[src/rtl/ahb_arb_fsm_pkg.sv]
// ahb_arb_fsm_pkg: shared types for the AHB manager arbiter.
//   cvw_t       - configuration record (bus width, burst enable, line sizes)
//   ahbtrans_t  - HTRANS encodings (IDLE/NONSEQ/SEQ)
//   SINGLE..INCR16 - HBURST encodings
//   arbstate_t  - arbiter FSM states
//   burst_enc() - beat count (minus one) to HBURST
package ahb_arb_fsm_pkg;

    typedef struct packed {
        int unsigned AHBW;
        logic        BURST_EN;
        int unsigned ICACHE_LINELENINBITS;
        int unsigned DCACHE_LINELENINBITS;
    } cvw_t;

    localparam cvw_t CVW_DEFAULT = '{
        AHBW: 64,
        BURST_EN: 1'b1,
        ICACHE_LINELENINBITS: 512,
        DCACHE_LINELENINBITS: 256
    };

    typedef enum logic [1:0] {
        IDLE   = 2'b00,
        NONSEQ = 2'b10,
        SEQ    = 2'b11
    } ahbtrans_t;

    localparam logic [2:0] SINGLE = 3'b000;
    localparam logic [2:0] INCR4  = 3'b011;
    localparam logic [2:0] INCR8  = 3'b101;
    localparam logic [2:0] INCR16 = 3'b111;

    typedef enum logic [1:0] {
        ST_IDLE,
        ST_ADDR,
        ST_DATA
    } arbstate_t;

    // Only 1/4/8/16 beats have an encoding; anything else falls back to SINGLE.
    function automatic logic [2:0] burst_enc(input logic [3:0] beats_m1);
        case (beats_m1)
            4'd3:    return INCR4;
            4'd7:    return INCR8;
            4'd15:   return INCR16;
            default: return SINGLE;
        endcase
    endfunction

endpackage

[src/rtl/ahb_arb_fsm_if.sv]
// ahb_arb_fsm_if: requester handshakes plus the AHB manager control signals.
//   master - arbiter side: takes requests/HREADY, drives grants, dones,
//            HTRANS, HBURST, Sel, AddrBeat
//   slave  - environment side (requesters and subordinate)
interface ahb_arb_fsm_if;
    import ahb_arb_fsm_pkg::*;

    logic       IFUReq;
    logic       IFUBurst;
    logic       IFUGrant;
    logic       IFUDone;
    logic       LSUReq;
    logic       LSUBurst;
    logic       LSUGrant;
    logic       LSUDone;
    logic       HREADY;
    ahbtrans_t  HTRANS;
    logic [2:0] HBURST;
    logic       Sel;
    logic [3:0] AddrBeat;

    modport master (
        input  IFUReq, IFUBurst, LSUReq, LSUBurst, HREADY,
        output IFUGrant, IFUDone, LSUGrant, LSUDone, HTRANS, HBURST, Sel, AddrBeat
    );

    modport slave (
        output IFUReq, IFUBurst, LSUReq, LSUBurst, HREADY,
        input  IFUGrant, IFUDone, LSUGrant, LSUDone, HTRANS, HBURST, Sel, AddrBeat
    );

endinterface

[src/rtl/ahb_arb_fsm_beat_ctr.sv]
// ahb_beat_ctr: loadable 4-bit beat counter with last-beat compare.
//   clk, reset - clock, synchronous active-high reset
//   load       - load load_val (has priority over en)
//   en         - increment by one
//   last_val   - value that marks the final beat
//   cnt        - current beat index
//   last       - cnt == last_val
module ahb_beat_ctr (
    input  logic       clk,
    input  logic       reset,
    input  logic       load,
    input  logic       en,
    input  logic [3:0] load_val,
    input  logic [3:0] last_val,
    output logic [3:0] cnt,
    output logic       last
);

    always_ff @(posedge clk) begin
        if (reset)     cnt <= 4'd0;
        else if (load) cnt <= load_val;
        else if (en)   cnt <= cnt + 4'd1;
    end

    assign last = (cnt == last_val);

endmodule

[src/rtl/ahb_arb_fsm.sv]
// ahb_arb_fsm: two-requester (IFU/LSU) AHB manager arbiter and transfer
// sequencer. Picks a winner in IDLE, issues one or a line's worth of address
// phases in ADDR (counting beats against HREADY), then waits for the final
// data phase in DATA and pulses the winner's Done.
//   clk, reset - clock, synchronous active-high reset
//   bus        - ahb_arb_fsm_if.master: requests/bursts, HREADY in;
//                grants, dones, HTRANS, HBURST, Sel, AddrBeat out
// Parameter P (cvw_t) supplies AHBW, BURST_EN and the I/D line lengths.
// Optional macro WALLY_ARB_STARVE_GUARD_EN: after three LSU wins over a
// pending IFU, the next contended arbitration goes to the IFU.
module ahb_arb_fsm
    import ahb_arb_fsm_pkg::*;
#(
    parameter cvw_t P = CVW_DEFAULT
) (
    input  logic          clk,
    input  logic          reset,
    ahb_arb_fsm_if.master bus
);

    localparam int IBEATS = int'(P.ICACHE_LINELENINBITS / P.AHBW);
    localparam int DBEATS = int'(P.DCACHE_LINELENINBITS / P.AHBW);
    localparam logic [3:0] IBEATS_M1 = 4'(IBEATS - 1);
    localparam logic [3:0] DBEATS_M1 = 4'(DBEATS - 1);

    arbstate_t  state, next_state;
    logic       sel_q;
    logic [3:0] beats_m1_q;
    logic       any_req, pick_lsu, force_ifu, win_burst;
    logic [3:0] win_beats_m1;
    logic [3:0] beat;
    logic       beat_last;

    assign any_req = bus.IFUReq | bus.LSUReq;

`ifdef WALLY_ARB_STARVE_GUARD_EN
    // Counts LSU wins taken while the IFU was also waiting.
    logic [1:0] starve_cnt;

    always_ff @(posedge clk) begin
        if (reset) begin
            starve_cnt <= 2'd0;
        end else if (state == ST_IDLE && any_req) begin
            if (!pick_lsu)       starve_cnt <= 2'd0;
            else if (bus.IFUReq) starve_cnt <= starve_cnt + 2'd1;
        end
    end

    assign force_ifu = (starve_cnt == 2'd3) && bus.IFUReq && bus.LSUReq;
`else
    assign force_ifu = 1'b0;
`endif

    assign pick_lsu     = bus.LSUReq && !force_ifu;
    assign win_burst    = pick_lsu ? bus.LSUBurst : bus.IFUBurst;
    assign win_beats_m1 = win_burst ? (pick_lsu ? DBEATS_M1 : IBEATS_M1) : 4'd0;

    // Winner and length are frozen at arbitration; requests are only
    // looked at again once the FSM is back in IDLE.
    always_ff @(posedge clk) begin
        if (reset) begin
            sel_q      <= 1'b0;
            beats_m1_q <= 4'd0;
        end else if (state == ST_IDLE && any_req) begin
            sel_q      <= pick_lsu;
            beats_m1_q <= win_beats_m1;
        end
    end

    // Held at zero in IDLE; stops on the last beat so it never wraps.
    ahb_beat_ctr u_beat_ctr (
        .clk      (clk),
        .reset    (reset),
        .load     (state == ST_IDLE),
        .en       (state == ST_ADDR && bus.HREADY && !beat_last),
        .load_val (4'd0),
        .last_val (beats_m1_q),
        .cnt      (beat),
        .last     (beat_last)
    );

    // State register
    always_ff @(posedge clk) begin
        if (reset) state <= ST_IDLE;
        else       state <= next_state;
    end

    // Next-state logic
    always_comb begin
        next_state = state;
        unique case (state)
            ST_IDLE: if (any_req)                   next_state = ST_ADDR;
            ST_ADDR: if (bus.HREADY && beat_last)   next_state = ST_DATA;
            ST_DATA: if (bus.HREADY)                next_state = ST_IDLE;
            default:                                next_state = ST_IDLE;
        endcase
    end

    // Outputs
    always_comb begin
        bus.HTRANS   = IDLE;
        bus.HBURST   = SINGLE;
        bus.IFUGrant = (state != ST_IDLE) && !sel_q;
        bus.LSUGrant = (state != ST_IDLE) &&  sel_q;
        bus.IFUDone  = 1'b0;
        bus.LSUDone  = 1'b0;
        bus.Sel      = sel_q;
        bus.AddrBeat = beat;
        unique case (state)
            ST_ADDR: begin
                // Without burst support every beat is its own NONSEQ SINGLE.
                bus.HTRANS = (beat == 4'd0 || !P.BURST_EN) ? NONSEQ : SEQ;
                bus.HBURST = P.BURST_EN ? burst_enc(beats_m1_q) : SINGLE;
            end
            ST_DATA: begin
                // A transfer abandoned by reset must not report completion.
                bus.IFUDone = bus.HREADY && !reset && !sel_q;
                bus.LSUDone = bus.HREADY && !reset &&  sel_q;
            end
            default: ;
        endcase
    end

endmodule

[src/flat_wrapper.sv]
// flat-port wrapper written by rule: the top's interface ports become plain ports
module ahb_arb_fsm_flat import ahb_arb_fsm_pkg::*;
#(
    parameter cvw_t P = CVW_DEFAULT
)
  (clk, reset, bus_IFUReq, bus_IFUBurst, bus_LSUReq, bus_LSUBurst, bus_HREADY, bus_IFUGrant, bus_IFUDone, bus_LSUGrant, bus_LSUDone, bus_HTRANS, bus_HBURST, bus_Sel, bus_AddrBeat);
  ahb_arb_fsm_if bus_i ();
  input  logic clk;
  input  logic reset;
  input wire logic [$bits(bus_i.IFUReq)-1:0] bus_IFUReq;
  input wire logic [$bits(bus_i.IFUBurst)-1:0] bus_IFUBurst;
  input wire logic [$bits(bus_i.LSUReq)-1:0] bus_LSUReq;
  input wire logic [$bits(bus_i.LSUBurst)-1:0] bus_LSUBurst;
  input wire logic [$bits(bus_i.HREADY)-1:0] bus_HREADY;
  output wire logic [$bits(bus_i.IFUGrant)-1:0] bus_IFUGrant;
  output wire logic [$bits(bus_i.IFUDone)-1:0] bus_IFUDone;
  output wire logic [$bits(bus_i.LSUGrant)-1:0] bus_LSUGrant;
  output wire logic [$bits(bus_i.LSUDone)-1:0] bus_LSUDone;
  output wire logic [$bits(bus_i.HTRANS)-1:0] bus_HTRANS;
  output wire logic [$bits(bus_i.HBURST)-1:0] bus_HBURST;
  output wire logic [$bits(bus_i.Sel)-1:0] bus_Sel;
  output wire logic [$bits(bus_i.AddrBeat)-1:0] bus_AddrBeat;
  assign bus_i.IFUReq = bus_IFUReq;
  assign bus_i.IFUBurst = bus_IFUBurst;
  assign bus_i.LSUReq = bus_LSUReq;
  assign bus_i.LSUBurst = bus_LSUBurst;
  assign bus_i.HREADY = bus_HREADY;
  assign bus_IFUGrant = bus_i.IFUGrant;
  assign bus_IFUDone = bus_i.IFUDone;
  assign bus_LSUGrant = bus_i.LSUGrant;
  assign bus_LSUDone = bus_i.LSUDone;
  assign bus_HTRANS = bus_i.HTRANS;
  assign bus_HBURST = bus_i.HBURST;
  assign bus_Sel = bus_i.Sel;
  assign bus_AddrBeat = bus_i.AddrBeat;
  ahb_arb_fsm #(.P(P)) u_core (.clk(clk), .reset(reset), .bus(bus_i));
endmodule
[config.mk]
export PLATFORM = sky130hd
export DESIGN_NAME = ahb_arb_fsm_flat
export DESIGN_NICKNAME = d
export VERILOG_FILES = /design/src/rtl/ahb_arb_fsm_pkg.sv /design/src/rtl/ahb_arb_fsm_if.sv /design/src/rtl/ahb_arb_fsm_beat_ctr.sv /design/src/rtl/ahb_arb_fsm.sv /design/src/flat_wrapper.sv
export SDC_FILE = /design/constraint.sdc
export NUM_CORES = 1
export LEC_CHECK = 0
export BUFFER_PORTS_ARGS = -buffer_cell sky130_fd_sc_hd__buf_2
export CAP_MARGIN = 20
export CORE_MARGIN = 2
export CORE_UTILIZATION = 40
export CTS_BUF_LIST = sky130_fd_sc_hd__clkbuf_16
export DETAILED_ROUTE_END_ITERATION = 12
export GPL_ROUTABILITY_DRIVEN = 0
export PLACE_DENSITY_LB_ADDON = 0.3
export SETUP_SLACK_MARGIN = 0.02
export SYNTH_ARGS = -nofsm -noshare
export SYNTH_HDL_FRONTEND = slang
export SYNTH_HIERARCHICAL = 1
export SYNTH_SLANG_ARGS = --single-unit
export TNS_END_PERCENT = 30
[constraint.sdc]
create_clock -name clk -period 3.55 [get_ports clk]
set_clock_uncertainty 0.15 [all_clocks]
set_input_delay 0.355 -clock clk [delete_from_list [all_inputs] [get_ports clk]]
set_output_delay 0.355 -clock clk [all_outputs]
set_load 0.02 [all_outputs]
# ---- Word-level counts from Yosys, hierarchy flattened
# Cells that the tools add are included.
dict set report totals {
  regBits 11
  mem_count 0
  mem_bits_rw 0
  mem_bits_ro 0
  latchBits 0
}
dict set report op_classes {
  reduce_logical 17
  div_mod_pow 0
  multipliers 0
  eq_ne 9
  n_lt_le_gt_ge 0
  n_shift 0
  mux 13
  add_sub_neg 1
  bitwise_logic 1
}
# op count
set ops {}
lappend ops {{$logic_and 1x1->1} 9}
lappend ops {{$pmux 3 s3} 1}
lappend ops {{$mux 2} 4}
lappend ops {{$mux 3} 2}
lappend ops {{$pmux 2 s3} 1}
lappend ops {{$add 4x1->4 const B} 1}
lappend ops {{$eq 4x2->1 const B} 1}
lappend ops {{$eq 4x3->1 const B} 1}
lappend ops {{$eq 4x4->1} 1}
lappend ops {{$eq 4x4->1 const B} 1}
lappend ops {{$logic_not 4->1} 1}
lappend ops {{$mux 1} 4}
lappend ops {{$mux 4} 1}
lappend ops {{$ne 2x2->1 const B} 2}
lappend ops {{$logic_not 1->1} 3}
lappend ops {{$reduce_and 3->1} 1}
lappend ops {{$eq 2x1->1 const B} 1}
lappend ops {{$eq 2x2->1 const B} 1}
lappend ops {{$logic_not 2->1} 1}
lappend ops {{$ne 2x1->1 const B} 1}
lappend ops {{$reduce_bool 2->1} 1}
lappend ops {{$reduce_or 2->1} 1}
lappend ops {{$or 1x1->1} 1}

# ---- Logic depth before layout (Yosys ltp)
dict set report depth {
  ltp_word 4
  depth_mapped 7
  ltp_nobuf 6
}

# ---- By module
# The synthesis kept the hierarchy.
# module area_each_um2 n_inst seq_area_each_um2 cells_per_inst
set modules_own_cells {}
lappend modules_own_cells {ahb_arb_fsm 326.6 1 100.1 40}
lappend modules_own_cells {ahb_beat_ctr 246.5 1 80.1 27}

# ---- Worst setup path before layout
# No wires, ideal clock.
dict set report synth_path {
  path_kind {register to register}
  startpoint {register u_core.u_beat_ctr.cnt[0]}
  endpoint {register u_core.u_beat_ctr.cnt[1]}
  synth_period_minus_slack_ns 1.910
  arrival_time_ns 1.646
  path_stages_with_launch 7
  setup_slack_ns 1.640
  path_cell_list {dfxtp_1 xor2_1 nor4_1 nor2_1 mux2_1 mux2i_1 nor2_1}
}
dict set report synth_via {
  elab_chain_cells 3
  word_cells_on_any_way 4
  cone_classes {1 x add/sub; 1 x eq/ne; 2 x reduce/logical}
}
# element line_no
set synth_lines {}
lappend synth_lines {{start: declaration} ahb_arb_fsm_beat_ctr.sv:15} ;# output logic [3:0] cnt,
lappend synth_lines {{start signal: assignment} ahb_arb_fsm_beat_ctr.sv:21} ;# else if (load) cnt <= load_val;
lappend synth_lines {{start signal: assignment} ahb_arb_fsm_beat_ctr.sv:22} ;# else if (en) cnt <= cnt + 4'd1;
lappend synth_lines {{$eq 4x4->1} ahb_arb_fsm_beat_ctr.sv:25} ;# assign last = (cnt == last_val);
lappend synth_lines {{net u_core.beat_last} ahb_arb_fsm.sv:32} ;# logic beat_last;
lappend synth_lines {{$logic_not 1->1} ahb_arb_fsm.sv:75} ;# .en (state == ST_ADDR && bus.HREADY && !beat_last),
lappend synth_lines {{$logic_and 1x1->1} ahb_arb_fsm.sv:75}
# The timed path passes the listed nets, and every way through them passes these cells.
# A chain may end at the register's enable or synchronous reset.

# ---- Final worst setup path
dict set report layout_path {
  startpoint {register u_core.u_beat_ctr.cnt[1]}
  endpoint {register u_core.u_beat_ctr.cnt[1]}
}
# The elaborated chain is that of the path after synthesis.

==> flow_summary.toml <==
[die]
io_pins = 21
die_height_microns = 41.9
die_x_microns = 41.9
core_sq_um = 1320
initial_core_util = 0.435
die_area_sq_um = 1750
row_count = 13

[power]
intPower_mw = 0.293
ir_worst_vdd_mv = 0.402
swShare = 0.273
powerDensity_nw_per_um2 = 524
power.leakage_nw = 0.392
power.switching_mw = 0.110
seq_power_share = 0.312
p_comb_frac = 0.208
clkPwrFrac = 0.480
finalPower_mw = 0.403

[critical_path]
crit_path_start = "u_core/u_beat_ctr/cnt[1]"
crit_path_start_kind = "flop"
r2r-start = "u_core/u_beat_ctr/cnt[1]"
cp_max_fo = 6
worstSetupPathType = "reg2reg"
cp.required_ns = 3.51
end_kind = "flop"
cp.arrival_ns = 2.02

[clock_tree]
root_buffer = "clkbuf_16"
cts_max_path_buffers = 2
clkLatencyLatePin_ns = 0.23
hold_buffers = 0
cts_tree = "done"
cts_setup_buffers = 0
ctsResizeCount = 0
clk_pin_slew_ns = 0.04
cts_made_buffers = 3
cts.htree.levels = 1
cts.sinks = 9

[sta]
worst_pin_slew_ns = 0.500
clock.fmax_mhz = 486
setup_violations = 0
hold_viol_final = 0
slew_viol_final = 0
fin_crit_ns = 2.06
max-slew-margin-rel = 0.663
period_share = 0.579
hold_slack_ns = 0.253
rsz0062_at_grt = "no"
fin_setup_tns_ns = 0

[synthesis]
synth_top_area_frac = 0.314
ys_dominant_reg_cell = "dfxtp_1"
synthArstFlopShare = 0
yosysSeqAreaShare = 0.314
yosysWarnings = 6
synth.area.top_cells = "dfxtp_1 (31%), xor2_1 (7.6%), nand2_1 (3.9%)"
syn_avg_cell_area_sq_um = 8.55
ys_ff_latch = 9
ys_top_cells_by_count = "dfxtp_1 (9), nand2_1 (6), nor2_1 (5), xor2_1 (5)"
yosys.area.top_type = "dfxtp_1"
synth_edf_count = 0
syn-cell-area_sq_um = 573
synthDistinctLibCells = 33
synth_most_common_cell = "dfxtp_1"
synthCells = 67

[global_route]
grt_max_degree = 14
grt_pass1_wl_microns = 2050
grt_pass1_vias = 455
antenna_found_initial = 0
grt_usage = 0.152
overflow = 0

[place]
hpwl_microns = 939
placed_area_sq_um = 691
io_buffers = 20

[cells_and_area]
final_area_sq_um = 769
syn2layout_area_growth_pct = 34.3
layout-drive-gt1-share = 0.290
nNetsFinal = 102
antenna_cells = 0

[detailed_routing]
drt-total-wl_microns = 1270
drtIter0Drc = 4
wl_per_cell_microns = 11.7
vias_per_cell = 5.02
drcViolationCount = 0
dr.pass1.iters = 4
final_antenna_net_count = 0
dr_total_vias = 542

[worst_hold_path]
hp-start = "bus_LSUReq"
hp-class = "in2reg"

[flow_run]
max_cap_viol_count = 0

[run_status]
outcome = "completed"
==> registers in the layout, indices dropped and copies added, names as in the netlist <==
signal and cells:
u_core/state 2, u_core/bus.Sel 1, u_core/u_beat_ctr/cnt 4, u_core/beats_m1_q 2
==> area by class of cell <==
cell class                      count  area [sq um]
Clock buffer                        3          75.1
Clock inverter                      1          3.75
Multi-Input combinational cell     57           380
Tap cell                           15          18.8
Inverter                            3          11.3
Sequential cell                     9           180
Fill cell                         128           548
Timing Repair Buffer               20           100
==> placed cells by master (no fill, tap or decap), types with 2 or more instances in the layout <==
| cell type | n |
|---|---|
| nor3_1 | 3 |
| o21a_1 | 2 |
| nand2_1 | 6 |
| dfxtp_1 | 9 |
| conb_1 | 5 |
| inv_1 | 4 |
| clkbuf_16 | 3 |
| nor2_1 | 5 |
| a31oi_1 | 2 |
| nor3b_1 | 2 |
| buf_2 | 20 |
| xor2_1 | 5 |
| mux2i_1 | 2 |
| a21oi_1 | 3 |
| and2b_2 | 2 |
| xnor2_1 | 2 |
| nand3_1 | 2 |
==> power groups by stage <==
stage          Clock [mW]  Sequential [mW]  Combinational (mW)
6_report            0.193            0.126              0.0837
5_1_grt             0.201            0.128              0.0930
4_1_cts             0.197            0.125              0.0841
3_5_place_dp            0            0.127              0.0837
3_3_place_gp            0            0.127              0.0822
2_1_floorplan           0            0.130              0.0569
==> logic make-up after synthesis <==
logic type,after synthesis,synth area share
simple gates,27,0.273
compound gates,14,0.175
flops,9,0.314
xor+xnor,7,0.107
buf+inv,5,0.0480
mux,3,0.0546
fa+ha+maj,1,0.0218
other cells,1,0.00654
==> worst paths after layout <==
check | slack (ns) | endpoint | cells after the start
max reg2reg | 1.49 | u_core/u_beat_ctr/cnt[1] | 6
min | 0.25 | u_core/beats_m1_q[2] | 2
max | 1.49 | u_core/u_beat_ctr/cnt[1] | 6
min reg2reg | 0.39 | u_core/beats_m1_q[2] | 2
==> per-layer routing <==
| layer | wire (microns) | GRT usage | part of all wire | vias up |
|---|---|---|---|---|
| met2 | 618 | 0.241 | 0.49 | 18 |
| met5 | 0 | 0 | 0 | - |
| li1 | - | - | - | 282 |
| met3 | 91 | 0.0739 | 0.072 | 0 |
| met1 | 556 | 0.184 | 0.44 | 242 |
| met4 | 0 | 0.0387 | 0 | 0 |
==> critical path: stages (launching register included) <==
cell	delay, ns
dfxtp_1	0.36
xor2_1	0.19
nor4_1	0.49
nor2_1	0.21
mux2_1	0.35
mux2i_1	0.13
nor2_1	0.07
==> metrics by stage <==
stage	util	setup WS (ns)	std cells
6_report	0.584	1.49	108
5_1_grt	0.584	1.32	108
4_1_cts	0.584	1.53	108
3_5_place_dp	0.524	1.55	104
3_3_place_gp	0.524	1.67	104
2_1_floorplan	-	1.64	71
Power figures use the tool's default switching activity.
